File: src/rtl/hs_dpath_vsfr.sv
// rtl/hs_dpath_vsfr.sv - valid/ready register pipeline with bubble-collapsing or global stall
module hs_dpath_vsfr #(
    parameter type      DATA_TYPE   = logic,
    parameter DATA_TYPE RESET_VALUE = 1'b0,
    parameter int       DEPTH       = 2,
    parameter bit       COLLAPSE    = 1'b1
) (
    input  logic                       clk,
    input  logic                       areset,
    input  logic                       flush,
    input  logic                       s_valid,
    output logic                       s_ready,
    input  DATA_TYPE                   s_data,
    output logic                       m_valid,
    input  logic                       m_ready,
    output DATA_TYPE                   m_data,
    output logic [$clog2(DEPTH+1)-1:0] count
);
    localparam int            CW   = $clog2(DEPTH + 1);
    localparam logic [CW-1:0] FULL = CW'(DEPTH);

    logic [DEPTH-1:0] v_q, v_d, en;
    DATA_TYPE         d_q [DEPTH];
    DATA_TYPE         d_d [DEPTH];
    logic [CW-1:0]    count_q, count_d;
    logic             full_run, src_v, in_acc, out_acc;

    // A stage may move when any stage from it to the output is empty, or the output drains.
    always_comb begin
        full_run = 1'b1;
        en       = '0;
        for (int i = DEPTH - 1; i >= 0; i--) begin
            full_run = full_run & v_q[i];
            en[i]    = COLLAPSE ? (!full_run || m_ready) : (!v_q[DEPTH-1] || m_ready);
        end
    end

    assign s_ready = en[0] & ~flush;
    assign src_v   = s_valid & ~flush;
    assign in_acc  = s_valid & s_ready;
    assign out_acc = v_q[DEPTH-1] & m_ready;

    always_comb begin
        v_d = v_q;
        d_d = d_q;
        if (flush) begin
            v_d = '0;
        end else begin
            if (en[0]) begin
                v_d[0] = src_v;
                if (src_v) begin
                    d_d[0] = s_data;
                end
            end
            for (int i = 1; i < DEPTH; i++) begin
                if (en[i]) begin
                    v_d[i] = v_q[i-1];
                    if (v_q[i-1]) begin
                        d_d[i] = d_q[i-1];
                    end
                end
            end
        end
    end

    always_comb begin
        count_d = count_q;
        if (flush) begin
            count_d = '0;
        end else if (in_acc && !out_acc && count_q != FULL) begin
            count_d = count_q + 1'b1;
        end else if (out_acc && !in_acc && count_q != '0) begin
            count_d = count_q - 1'b1;
        end
    end

    always_ff @(posedge clk or posedge areset) begin
        if (areset) begin
            v_q     <= '0;
            count_q <= '0;
            for (int i = 0; i < DEPTH; i++) begin
                d_q[i] <= RESET_VALUE;
            end
        end else begin
            v_q     <= v_d;
            d_q     <= d_d;
            count_q <= count_d;
        end
    end

    assign m_valid = v_q[DEPTH-1];
    assign m_data  = d_q[DEPTH-1];
    assign count   = count_q;
endmodule

File: config.mk
export PLATFORM = sky130hd
export DESIGN_NAME = hs_dpath_vsfr
export DESIGN_NICKNAME = d
export VERILOG_FILES = /design/src/rtl/hs_dpath_vsfr.sv
export SDC_FILE = /design/constraint.sdc
export NUM_CORES = 1
export LEC_CHECK = 0
export CAP_MARGIN = 25
export CORE_AREA = 10 10 47 49
export DETAILED_ROUTE_END_ITERATION = 8
export DIE_AREA = 0 0 57 59
export PLACE_DENSITY = 0.63
export RECOVER_POWER = 100
export SLEW_MARGIN = 20
export SYNTH_ARGS = -nofsm -noshare
export SYNTH_HDL_FRONTEND = slang
export SYNTH_SLANG_ARGS = --single-unit
File: constraint.sdc
create_clock -name clk -period 1.7 [get_ports clk]
set_clock_uncertainty 0.1 [all_clocks]
set_input_delay 0.255 -clock clk [delete_from_list [all_inputs] [get_ports clk]]
set_output_delay 0.255 -clock clk [all_outputs]
set_load 0.01 [all_outputs]
After elaboration in Yosys (flattened, before gate mapping). Cells that the tools add are included.

Register bits after elaboration: 6. Bits of input ports: 6. Output and inout bits: 5. Word-level logic and storage cells: 36.

Add/subtract/negate cells: 2. Eq/ne operators: 1. Muxes and demuxes: 6. Bitwise gates (word level): 6. Reductions and logical operators: 16.

Operators by type and width (number): 2-to-1 mux 2 bit (4); AND reduction 3 bit (2); nonzero test 2 bit (3); AND 1 bit (5); logical AND 1 bit (4); zero test 1 bit (4); nonzero test 3 bit (1); adder 2 x 1 -> 2 bit, second input constant (1); logical OR 1 bit (2); 2-to-1 mux 1 bit (2); inequality test 2 bit, second input constant (1); subtractor 2 x 1 -> 2 bit, second input constant (1); NOT 1 bit (1).

Longest topological paths before layout. Gate-level depths: netlist of run 1.

Depth in word-level cells: 11. Mapped depth: 4. Mapped depth without buffers: 3.

Worst setup path after synthesis of run 1. OpenSTA, ideal clock, no wires.

Kind: flip-flop to flip-flop. Start: reg v_q[1]. End: reg d_q[1] in the netlist's numbering. Library setup time: 125 ps. Arrival: 1122 ps. Data required time: 1475 ps. Path slack: 353 ps. Stages on the path, launching flop included: 4. Cell sequence: dfrtp_1 -> nor2b_4 -> a211oi_2 -> mux2_4.

Word-level cells in the longest chain between the ends: 4.

Ends and longest elaborated chain: start, declared (line 22) `logic [DEPTH-1:0] v_q, v_d, en;`; start signal, assigned (line 85) `v_q <= v_d;`; AND 1 bit (line 33) `full_run = full_run & v_q[i];`; zero test 1 bit (line 34) `en[i] = COLLAPSE ? (!full_run || m_ready) : (!v_q[DEPTH-1] || m_ready);`; logical OR 1 bit (line 34); AND reduction 3 bit (no source line); end signal, assigned by index (line 82) `d_q[i] <= RESET_VALUE;`; end signal, assigned (line 86) `d_q <= d_d;`; end, declared (line 23) `DATA_TYPE d_q [DEPTH];`.

No other way between the ends. A chain may end at the register's enable or synchronous reset.

Worst setup path after layout of run 1.
Start: in m_ready. End: out s_ready.

Word-level cells in the longest chain between the ends: 2.

Ends and longest elaborated chain: start, declared (line 15) `input logic m_ready,`; logical OR 1 bit (line 34); AND 1 bit (line 38) `assign s_ready = en[0] & ~flush;`; end, declared (line 12) `output logic s_ready,`.

No other way between the ends.

==> results of run 1 <==
-- routing by layer --
layer  wire [um]  vias up  global-route usage, %
met5           0        -                      0
met4           6        0                  5.034
met3          18        2                  1.288
met2         413        4                  9.767
met1         311      129                  4.062
li1            -      154                      -
-- worst paths after layout --
check,slack (ns),to,start
max,0.11,s_ready,m_ready
min,0.26,count[1]$_DFFE_PP0P_,areset
max reg2reg,0.22,d_q[1]$_DFFE_PP0P_,v_q[1]$_DFFE_PP0P_
min reg2reg,0.40,m_data$_DFFE_PP0P_,m_data$_DFFE_PP0P_
max in group asynchronous,1.06,v_q[1]$_DFFE_PP0P_,areset
min in group clk,0.40,m_data$_DFFE_PP0P_,m_data$_DFFE_PP0P_
-- area by class of cell --
cell class / count / area [sq um] / share of cell area, %
multi-input cells: 23 / 167.7 / 33.25
flip-flops and latches: 6 / 150.1 / 29.78
repair buffers: 15 / 132.6 / 26.30
clock buffers: 3 / 22.52 / 4.466
well taps: 16 / 20.02 / 3.970
inverters: 3 / 11.26 / 2.233
-- cell usage after synthesis --
cell type,instances
dfrtp_1,6
mux2_4,1
a21oi_1,3
a211oi_2,1
o21ai_0,1
and2_2,1
nor2b_4,1
nor2_1,3
mux2i_1,1
nor4_2,1
buf_6,1
nor3_1,1
o21ai_2,1
a31oi_1,1
nand2_1,1
nor3b_1,1
and4b_2,1
buf_2,1
nor2b_1,1
mux2_2,1
o32ai_1,1
inv_1,3
nand3_1,1
-- worst max-delay path, stage by stage --
cell and delay (ns):
clkdlybuf4s50_1 0.53, nor2b_4 0.05, a21oi_1 0.12, dlygate4sd2_1 0.28
-- registers in the layout (all words and copies together) (netlist names) --
| register | flops |
|---|---|
| d_q | 1 |
| m_data | 1 |
| count | 2 |
| v_q | 2 |
-- per-stage QoR --
stage	TNS, ns	util (%)	power (W)
detailed placement	-0.2662	35.36	0.0002824
global placement	-0.2743	35.36	0.0002812
floorplan	0	-	0.0002266
global route	0	35.98	0.0004269
finish	0	35.98	0.0003974
CTS	0	36.88	0.0004174
-- power breakdown --
| group | internal, W | leakage, nW | switching, W | total (W) |
|---|---|---|---|---|
| clock network | 0.0000796 | 0.0138 | 0.0000473 | 0.000127 |
| logic | 0.0000586 | 0.128 | 0.0000380 | 0.0000966 |
| registers | 0.000161 | 0.0766 | 0.0000131 | 0.000174 |
| total | 0.000299 | 0.218 | 0.0000983 | 0.000397 |
-- cell families (layout without fill, tap and decap cells) --
| kind of cell | after synthesis | after routing | share of synthesized area, % |
|---|---|---|---|
| and+or+nand+nor | 12 | 12 | 23.67 |
| muxes | 3 | 3 | 10.25 |
| DFF | 6 | 6 | 42.40 |
| buffers and inverters | 5 | 21 | 7.772 |
| AOI/OAI and AO/OA | 8 | 8 | 15.90 |
==> impl_metrics.toml, run 1 <==
[run_status]
status = "finished, final reports clean"

[sta]
rsz0062_at_grt = "no"
slew_headroom_pct = 75.84
finalCritPeriodShare_pct = 93.81
tightest_slew_ns = 0.3586
fin_ws_ns = 0.1053
slew_viol_final = 0
period_minus_slack_ns = 1.595
clock.fmax_mhz = 627.1
setup_viol = 0
whs_ns = 0.2589
final_hold_viol_count = 0

[finish]
instances_no_fill = 66
fill_cells = 156
final_area_sq_um = 504.2
n_antenna_cell = 0
final_cell_mix = "clkdlybuf4s50_1, dfrtp_1, clkbuf_4"
mostFrequentLayoutCell = "clkdlybuf4s50_1"
final_nets = 58
syn_to_final_growth_pct = 42.40
drive_above_1_share_pct = 26.00

[clock_network]
cts_sinks = 6
cts_tree = "yes"
post_cts_buffers = 0
ctsResizeCount = 1
cts-buffers-inserted = 3
clk_latency_ns = 0.24
clkTransAtPathRegs_ns = 0.04
clockBufferDepth = 2
cts_hold_buf = 0
clock-root-buffer = "clkbuf_4"
htree_levels = 1

[critical_path]
cp_data_required_time_ns = 1.34
reg2regPathDepth = 4
cp-end-kind = "output pin"
path_class = "input port to output pin"
cp.arrival_ns = 1.24
worst-path-max-fanout = 2
startpoint_type = "input port"

[synthesis]
ys_ff_latch = 6
postSynthCellCount = 34
syn_nets = 40
synth_area_leaders = "dfrtp_1, a21oi_1, mux2_4"
ys_warn_count = 0
yosysSeqAreaShare_pct = 42.40
synth_cell_types = 23
synth_area_per_cell_sq_um = 10.41
syn-cell-area_sq_um = 354.1
synth_largest_area_cell = "dfrtp_1"
post-synth-top-area-fraction_pct = 42.40

[drt]
firstDrtPassIters = 2
vias = 289
route.detailed.drc = 0
wirelength_um = 751
detail-route-antenna-nets = 0
vias_per_cell = 4.379
wl_per_cell_um = 11.38
first_iter_violations = 1

[global_route]
track_usage_pct = 5.110
grt_max_degree = 8
overflow = 0
antenna_found_initial = 0
grt_pass1_wl_um = 1324
first_global_vias = 346

[worst_hold_path]
hold_path.class = "input port to async pin"

[floorplan]
io_pins = 11
core_area_sq_mm = 0.001401
fp.dieArea_sq_mm = 0.003363
die_y_um = 59
initial_core_util_pct = 25.27
die_x_um = 57
rows = 14

[place]
place_ws_ns = -0.1699
place_inst = 63
gp_congestion = 0.6929
port_buffers = 10
dpl_cell_area_sq_um = 495.5

[power]
leakage_nw = 0.2184
p_per_area_mw_per_mm2 = 788.1
ir_drop_v = 0.0003586

[flow_run]
drv_cap = 0
Note: power is estimated with default switching activity, not from simulation.
==> run 2: changes to the inputs <==
--- a/config.mk
+++ b/config.mk
@@ -11,6 +11,7 @@
 export DIE_AREA = 0 0 57 59
 export PLACE_DENSITY = 0.63
 export RECOVER_POWER = 100
+export SKIP_CTS_REPAIR_TIMING = 1
 export SLEW_MARGIN = 20
 export SYNTH_ARGS = -nofsm -noshare
 export SYNTH_HDL_FRONTEND = slang
==> constraint.sdc (replaced) <==
create_clock -name clk -period 1.5 [get_ports clk]
set_clock_uncertainty 0.1 [all_clocks]
set_input_delay 0.225 -clock clk [delete_from_list [all_inputs] [get_ports clk]]
set_output_delay 0.225 -clock clk [all_outputs]
set_load 0.01 [all_outputs]
==> impl_metrics.toml, run 2 (synthesis results as in run 1) <==
[clock_network]
clk_latency_ns = 0.24
clkTransAtPathRegs_ns = 0.04
cts_tree = "yes"
htree_levels = 1
cts_sinks = 6
clock-root-buffer = "clkbuf_4"
clockBufferDepth = 2
cts-buffers-inserted = 3

[sta]
final_hold_viol_count = 0
slew_headroom_pct = 82.29
finalCritPeriodShare_pct = 98.85
tightest_slew_ns = 0.2648
clock.fmax_mhz = 674.4
whs_ns = 0.2301
rsz0062_at_grt = "no"
setup_viol = 0
fin_ws_ns = 0.01731
slew_viol_final = 0
period_minus_slack_ns = 1.483

[global_route]
grt_max_degree = 8
track_usage_pct = 4.500
grt_pass1_wl_um = 1186
first_global_vias = 297
overflow = 0
antenna_found_initial = 0

[drt]
route.detailed.drc = 0
wirelength_um = 706
first_iter_violations = 1
wl_per_cell_um = 10.54
detail-route-antenna-nets = 0
vias = 302
firstDrtPassIters = 2
vias_per_cell = 4.507

[flow_run]
drv_cap = 0

[run_status]
status = "finished, final reports clean"

[power]
p_sw_share_pct = 24.31
power_frac_comb_pct = 25.5
ir_drop_v = 0.0003628
switchingPower_w = 0.0001099
power_frac_clock_pct = 31.1
intPower_w = 0.0003422
leakage_nw = 0.2526
p_per_area_mw_per_mm2 = 866.6
finalPower_w = 0.0004522
power_frac_seq_pct = 43.4

[floorplan]
fp.dieArea_sq_mm = 0.003363
die_y_um = 59
initial_core_util_pct = 25.27
io_pins = 11
core_area_sq_mm = 0.001401
rows = 14
die_x_um = 57

[finish]
final_nets = 59
drive_above_1_share_pct = 31.37
final_cell_mix = "dfrtp_1, clkdlybuf4s50_1, buf_4"
n_antenna_cell = 0
syn_to_final_growth_pct = 47.35
mostFrequentLayoutCell = "dfrtp_1"

[critical_path]
startpoint_type = "input port"
cp_data_required_time_ns = 1.52
crit_start = "m_ready"
cp.arrival_ns = 1.50
r2r_start = "v_q[1]$_DFFE_PP0P_"
path_class = "input port to flip-flop"
cp-end-kind = "flip-flop"
worst-path-max-fanout = 4

[worst_hold_path]
hold_path.class = "input port to async pin"

[place]
dp_hpwl_um = 609.9
place_ws_ns = -0.3213
gp_congestion = 0.7049
port_buffers = 10
[run 2: path summary, 6_finish.rpt]
| path | end | slack, ns | depth (start not counted) |
|---|---|---|---|
| worst max-delay path | d_q[1]$_DFFE_PP0P_ | 0.02 | 5 |
| worst min-delay path | m_data$_DFFE_PP0P_ | 0.23 | 2 |
| worst max register to register | d_q[1]$_DFFE_PP0P_ | 0.08 | 4 |
| worst min register to register | m_data$_DFFE_PP0P_ | 0.40 | 1 |
| max in group asynchronous | d_q[1]$_DFFE_PP0P_ | 0.89 | 2 |
| min in group clk | m_data$_DFFE_PP0P_ | 0.40 | 1 |
[run 2: critical path: stages]
cell	delay, ns
clkdlybuf4s50_1	0.52
nor2b_4	0.05
buf_4	0.14
a211oi_2	0.24
mux2_4	0.32
[run 2: cell type report]
cell class,instances,area [sq um]
timing repair buffer,16,140.1
sequential,6,150.1
multi-input combinational,23,177.7
inverter,3,11.26
tap,16,20.02
fill,152,879.6
clock buffer,3,22.52
[run 2: layer usage]
metal / GRT usage [%] / vias to the layer above / share of wire [%]
met1: 4.291 / 141 / 43
met3: 1.931 / 0 / 2.4
met5: 0 / - / 0
li1: - / 157 / -
met2: 7.287 / 4 / 54
met4: 4.027 / 0 / 0
[run 2: stage by stage]
step / area [sq um] / instances / util [%] / TNS, ns
6_report: 521.8 / 67 / 37.23 / 0
3_3_place_gp: 503.0 / 64 / 35.89 / -0.9391
2_1_floorplan: 354.1 / 34 / - / 0
5_1_grt: 521.8 / 67 / 37.23 / 0
3_5_place_dp: 503.0 / 64 / 35.89 / -1.040
4_1_cts: 525.5 / 67 / 37.50 / -0.5302
[run 2: power by group through the flow]
stage                     Clock (W)  Sequential (W)  Combinational, W
after detailed placement          0        0.000198          0.000123
after floorplan                   0        0.000206         0.0000508
final                      0.000141        0.000196          0.000115
after CTS                  0.000151        0.000196          0.000124
after global placement            0        0.000198          0.000123
after global routing       0.000164        0.000199          0.000127
